`src/rtl/rho_rotate_pkg.sv`:
```
// rtl/rho_rotate_pkg.sv - shared constants, rho offset table and FSM encoding
package rho_rotate_pkg;

    localparam int WIDTH = 25;
    localparam int DEPTH = 64;
    localparam int CNT_W = 6;

    // Indexed by i = 5*y + x
    localparam int unsigned RHO_OFFSET [WIDTH] = '{
         0,  1, 62, 28, 27,
        36, 44,  6, 55, 20,
         3, 10, 43, 25, 39,
        41, 45, 15, 21,  8,
        18,  2, 61, 56, 14
    };

    typedef enum logic [1:0] {
        IDLE = 2'd0,
        LOAD = 2'd1,
        EMIT = 2'd2,
        DONE = 2'd3
    } state_t;

endpackage

```
`src/rtl/rho_rotate_if.sv`:
```
// rtl/rho_rotate_if.sv - slice-serial handshake between rho stage and its neighbours
interface rho_rotate_if;
    import rho_rotate_pkg::*;

    logic             start;
    logic [WIDTH-1:0] in;
    logic             read;
    logic [WIDTH-1:0] out;
    logic             ready;
    logic             total_ready;
    logic             busy;

    modport master (
        output start, in,
        input  read, out, ready, total_ready, busy
    );

    modport slave (
        input  start, in,
        output read, out, ready, total_ready, busy
    );

endinterface

```
`src/rtl/rho_rotate_lane.sv`:
```
// rtl/rho_rotate_lane.sv - one 64-bit lane, written by slice index, read back rotated by R
module rho_rotate_lane
    import rho_rotate_pkg::*;
#(
    parameter int unsigned R = 0
) (
    input  logic             clk,
    input  logic             we,
    input  logic [CNT_W-1:0] cnt,
    input  logic             d,
    output logic             q
);

    localparam logic [CNT_W-1:0] R_W = CNT_W'(R);

    // Lane contents are fully rewritten each LOAD, so no reset is needed
    logic [DEPTH-1:0] lane;

    always_ff @(posedge clk) begin
        if (we) begin
            lane[cnt] <= d;
        end
    end

    // Modular subtraction wraps naturally at CNT_W bits
    assign q = lane[cnt - R_W];

endmodule

```
`src/rtl/rho_rotate.sv`:
```
// rtl/rho_rotate.sv - buffers one Keccak state slice-serially and replays it lane-rotated
module rho_rotate
    import rho_rotate_pkg::*;
(
    input  logic         clk,
    input  logic         rst,
    rho_rotate_if.slave  bus
);

    localparam logic [CNT_W-1:0] LAST = CNT_W'(DEPTH - 1);

    state_t           state;
    logic [CNT_W-1:0] cnt;
    logic [WIDTH-1:0] rot;
    logic             lane_we;

    assign lane_we = (state == LOAD);

    for (genvar i = 0; i < WIDTH; i++) begin : g_lane
        rho_rotate_lane #(
            .R (RHO_OFFSET[i])
        ) u_lane (
            .clk (clk),
            .we  (lane_we),
            .cnt (cnt),
            .d   (bus.in[i]),
            .q   (rot[i])
        );
    end

    always_ff @(posedge clk) begin
        if (!rst) begin
            state           <= IDLE;
            cnt             <= '0;
            bus.read        <= 1'b0;
            bus.out         <= '0;
            bus.ready       <= 1'b0;
            bus.total_ready <= 1'b0;
            bus.busy        <= 1'b0;
        end else begin
            bus.ready       <= 1'b0;
            bus.total_ready <= 1'b0;
            case (state)
                IDLE: begin
                    if (bus.start) begin
                        state    <= LOAD;
                        cnt      <= '0;
                        bus.read <= 1'b1;
                        bus.busy <= 1'b1;
                    end
                end
                LOAD: begin
                    // cnt wraps to 0 after the last slice, ready for EMIT
                    cnt <= cnt + 1'b1;
                    if (cnt == LAST) begin
                        state    <= EMIT;
                        bus.read <= 1'b0;
                    end
                end
                EMIT: begin
                    bus.out   <= rot;
                    bus.ready <= 1'b1;
                    cnt       <= cnt + 1'b1;
                    if (cnt == LAST) begin
                        state <= DONE;
                    end
                end
                DONE: begin
                    bus.total_ready <= 1'b1;
                    bus.busy        <= 1'b0;
                    state           <= IDLE;
                end
                default: begin
                    state <= IDLE;
                end
            endcase
        end
    end

endmodule

```
`src/flat_wrapper.sv`:
```
// flat-port wrapper written by rule: the top's interface ports become plain ports
module rho_rotate_flat import rho_rotate_pkg::*;
  (clk, rst, bus_start, bus_in, bus_read, bus_out, bus_ready, bus_total_ready, bus_busy);
  rho_rotate_if bus_i ();
  input  logic clk;
  input  logic rst;
  input wire logic [$bits(bus_i.start)-1:0] bus_start;
  input wire logic [$bits(bus_i.in)-1:0] bus_in;
  output wire logic [$bits(bus_i.read)-1:0] bus_read;
  output wire logic [$bits(bus_i.out)-1:0] bus_out;
  output wire logic [$bits(bus_i.ready)-1:0] bus_ready;
  output wire logic [$bits(bus_i.total_ready)-1:0] bus_total_ready;
  output wire logic [$bits(bus_i.busy)-1:0] bus_busy;
  assign bus_i.start = bus_start;
  assign bus_i.in = bus_in;
  assign bus_read = bus_i.read;
  assign bus_out = bus_i.out;
  assign bus_ready = bus_i.ready;
  assign bus_total_ready = bus_i.total_ready;
  assign bus_busy = bus_i.busy;
  rho_rotate u_core (.clk(clk), .rst(rst), .bus(bus_i));
endmodule
```
`config.mk`:
```
export PLATFORM = sky130hd
export DESIGN_NAME = rho_rotate_flat
export DESIGN_NICKNAME = d
export VERILOG_FILES = /design/src/rtl/rho_rotate_pkg.sv /design/src/rtl/rho_rotate_if.sv /design/src/rtl/rho_rotate_lane.sv /design/src/rtl/rho_rotate.sv /design/src/flat_wrapper.sv
export SDC_FILE = /design/constraint.sdc
export NUM_CORES = 2
export LEC_CHECK = 0
export ABC_AREA = 1
export CAP_MARGIN = 20
export CORE_MARGIN = 2
export CORE_UTILIZATION = 47
export CTS_BUF_LIST = sky130_fd_sc_hd__clkbuf_16
export CTS_CLUSTER_SIZE = 40
export DETAILED_ROUTE_END_ITERATION = 10
export PLACE_DENSITY = 0.7
export SLEW_MARGIN = 20
export SYNTH_ARGS = -nofsm -noshare
export SYNTH_HDL_FRONTEND = slang
export SYNTH_HIERARCHICAL = 1
export SYNTH_SLANG_ARGS = --single-unit
```
`constraint.sdc`:
```
create_clock -name clk -period 5.3 [get_ports clk]
set_clock_uncertainty 0.05 [all_clocks]
set_input_delay 1.06 -clock clk [delete_from_list [all_inputs] [get_ports clk]]
set_output_delay 1.06 -clock clk [all_outputs]
set_load 0.01 [all_outputs]
```
==> results.py <==
metrics = {
    "synth": {
        "ys_seq_elements": 1637,
        "synth_ff_type": "edfxtp_1",
        "synth_area_um2": 81100,
        "synth.top_cells.by_count": "2287 x nand2_1, 1978 x nor2_1, 1600 x edfxtp_1",
        "synth_area_per_cell_um2": 9.07,
        "yosysSeqAreaShare_pct": 60.2,
        "synth_cell_types": 50,
        "synthTopCellsByArea": "edfxtp_1 59%, nand2_1 11%, nor2_1 9.2%",
        "synth.net_count": 9013,
        "yosysMostFrequentCell": "nand2_1",
        "synth_edf_count": 1600,
        "synth_top_area_share_pct": 59.2,
        "synth_largest_area_cell": "edfxtp_1",
        "ys_warn_count": 6,
        "syn_inst": 8938,
        "synthArstFlopShare_pct": 0,
    },
    "critical_path": {
        "cp_max_fo": 126,
        "critPathKind": "reg -> reg",
        "r2r-start": "u_core/cnt[0]",
        "r2r_slack_ns": 1.62,
        "cp-end-kind": "flip-flop",
        "ff2ff_path_depth": 13,
        "startpoint_type": "flip-flop",
        "crit_required_ns": 5.94,
        "worstPathArrival_ns": 4.32,
        "reg2reg_to": "u_core/bus.out[6]",
    },
    "cells_and_area": {
        "layout.nets": 8922,
        "final_cells": 11299,
        "syn_to_final_growth_pct": 8.41,
        "drive_above_1_share_pct": 5.50,
    },
    "clock_tree": {
        "cts_hold_buffers": 0,
        "cts_max_path_buffers": 3,
        "h-tree-depth": 4,
        "clk_pin_slew_worst_paths_ns": 0.06,
        "clock_latency_ns": 0.82,
        "cts.sinks": 1637,
        "ctsResizeCount": 0,
        "clock-root-buffer": "clkbuf_16",
        "postCtsSetupRepairBufs": 0,
        "cts_made_buffers": 165,
        "cts_tree": "built",
    },
    "timing": {
        "hold_viol_final": 0,
        "period_share_pct": 69.4,
        "fin_crit_ns": 3.68,
        "max_freq_mhz": 272,
        "setup_viol": 0,
        "worst_slew_pin_slew_ns": 1.06,
        "finalMaxSlewViolations": 0,
        "rsz0062_at_grt": "false",
        "slew_headroom_pct": 29.5,
        "finalSetupTns_ns": 0,
    },
    "drt": {
        "avgViaCountPerCell": 5.43,
        "ant_nets": 0,
        "wl_mm": 192,
        "drt_iter0_drc": 6415,
        "drc": 0,
        "wl_per_cell_um": 17.0,
        "firstDrtPassIters": 6,
        "dr_total_vias": 61315,
    },
    "placed_design": {
        "dp_cells": 10990,
        "place.gp.congestion": 0.900,
        "numPortBuffers": 56,
        "hpwl_mm": 113,
    },
    "die": {
        "initial_core_util_pct": 47.3,
        "rows": 152,
        "die_width_um": 419,
        "dieHeight_um": 419,
        "dieArea_um2": 176000,
        "ioPinCount": 57,
        "core_um2": 172000,
    },
    "hold_path": {
        "hold_class": "reg -> reg",
        "hold_depth": 2,
        "hold_end": "u_core/bus.out[2]",
        "min_from": "u_core/bus.out[2]",
    },
    "global_route": {
        "grt_pass1_vias": 58528,
        "grt_pass1_wl_mm": 307,
        "grt_antenna_before_repair": 10,
        "grt_usage_pct": 21.5,
        "overflow": 0,
        "grt_max_degree": 169,
    },
    "run": {
        "maxCapViolCount": 0,
    },
    "power_and_ir_drop": {
        "cellPowerDensity_nw_per_um2": 374,
        "peakVddDrop_mv": 0.264,
        "total_leakage_power_uw": 0.0331,
    },
    "outcome": {
        "outcome": "finished clean",
    },
}
cells by family (layout without fill, tap and decap cells):
family | after synthesis | count (layout) | share of synthesized area (%)
adders and majority gates | 47 | 47 | 0.725
buffers and inverters | 1226 | 1275 | 7.13
DFF | 1637 | 1637 | 60.2
xor gates and xnor gates | 73 | 73 | 1.10
and+or+nand+nor | 5760 | 5760 | 29.6
other | 0 | 2 | 0
AOI/OAI and AO/OA | 195 | 195 | 1.27
state kept, by name, indices dropped and copies added, names as in the netlist:
| signal | count |
|---|---|
| u_core/g_lane.u_lane/lane | 1600 |
| u_core/bus.out | 25 |
| u_core/cnt | 6 |
| u_core/state | 2 |
| u_core/bus.busy | 1 |
| u_core/bus.read | 1 |
| u_core/bus.ready | 1 |
| u_core/bus.total_ready | 1 |
placed cells by master (no fill, tap or decap), types with 12 or more instances in the layout:
cell type | Yosys | routed
a21oi_1 | 15 | 15
buf_12 | 1 | 13
buf_2 | 153 | 22
buf_4 | 79 | 38
bufinv_16 | 0 | 17
clkbuf_16 | 0 | 171
clkdlybuf4s50_1 | 0 | 34
clkinv_1 | 5 | 38
clkinv_2 | 1 | 40
dfxtp_1 | 37 | 31
edfxtp_1 | 1600 | 1600
ha_1 | 47 | 45
inv_1 | 784 | 815
inv_2 | 60 | 59
inv_6 | 7 | 14
nand2_1 | 2287 | 2287
nand3_1 | 1177 | 1177
nand3_2 | 14 | 14
nand4_1 | 171 | 171
nor2_1 | 1978 | 1978
nor3_1 | 57 | 57
nor3_2 | 13 | 13
nor4_1 | 26 | 26
o21ai_0 | 85 | 85
o21ai_1 | 78 | 78
xnor2_2 | 12 | 12
xor2_1 | 31 | 31
xor2_2 | 22 | 22
worst max-delay path: stages, from the launching register on:
cell	delay, ns
dfxtp_4	0.73
buf_12	0.57
buf_4	0.72
inv_2	0.43
nand3_2	0.25
inv_1	0.09
a21oi_1	0.13
nand3_1	0.09
nand3_1	0.09
nand2_1	0.06
nand2_1	0.05
nand2_1	0.05
nor2_1	0.10
nor2_1	0.06
layer usage:
metal / track usage, % / vias to the layer above / routed length, um
li1: - / 29227 / -
met1: 27.9 / 29473 / 79400
met2: 36.4 / 2242 / 94000
met3: 3.12 / 369 / 12900
met4: 8.05 / 4 / 5800
met5: 0 / - / 27
how the worst max path moves through the flow:
stage | start | end | slack (ns) | cells past startpoint
6_report | u_core/cnt[0] | u_core/bus.out[6] | 1.62 | 13
2_1_floorplan | u_core/cnt[1] | u_core/bus.out[18] | 1.13 | 14
5_1_grt | u_core/cnt[0] | u_core/bus.out[6] | 1.40 | 13
3_5_place_dp | u_core/cnt[0] | u_core/bus.out[6] | 1.71 | 13
3_3_place_gp | u_core/cnt[0] | u_core/bus.out[6] | 1.75 | 13
4_1_cts | u_core/cnt[0] | u_core/bus.out[6] | 1.68 | 13
power by group:
group / total (uW) / switching [uW] / leakage (uW) / internal, uW
registers: 14600 / 163 / 0.0147 / 14400
logic: 6710 / 4910 / 0.0156 / 1800
clock network: 11600 / 4930 / 0.00278 / 6680
total: 32900 / 10000 / 0.0331 / 22900
cell type report:
type                            instances  area, um2
Tap cell                             2310       2890
Inverter                              861       3280
Sequential cell                      1637      48800
Timing Repair Buffer                  107        996
Clock buffer                          171       4280
Clock inverter                        136       1110
Multi-Input combinational cell       6075      26500
Antenna cell                            2       5.00
Fill cell                           15585      83600
stage by stage:
| stage | total power [uW] | instance area, um2 | hold slack (ns) | util (%) | setup WS, ns |
|---|---|---|---|---|---|
| 3_3_place_gp | 21400 | 82500 | 0.430 | 48.1 | 1.75 |
| 3_5_place_dp | 21500 | 82500 | 0.437 | 48.1 | 1.71 |
| 6_report | 32900 | 87900 | 0.448 | 51.2 | 1.62 |
| 4_1_cts | 33000 | 87900 | 0.454 | 51.2 | 1.68 |
| 2_1_floorplan | 19800 | 81100 | 0.422 | - | 1.13 |
| 5_1_grt | 34300 | 87900 | 0.471 | 51.2 | 1.40 |
Power figures use the tool's default switching activity.
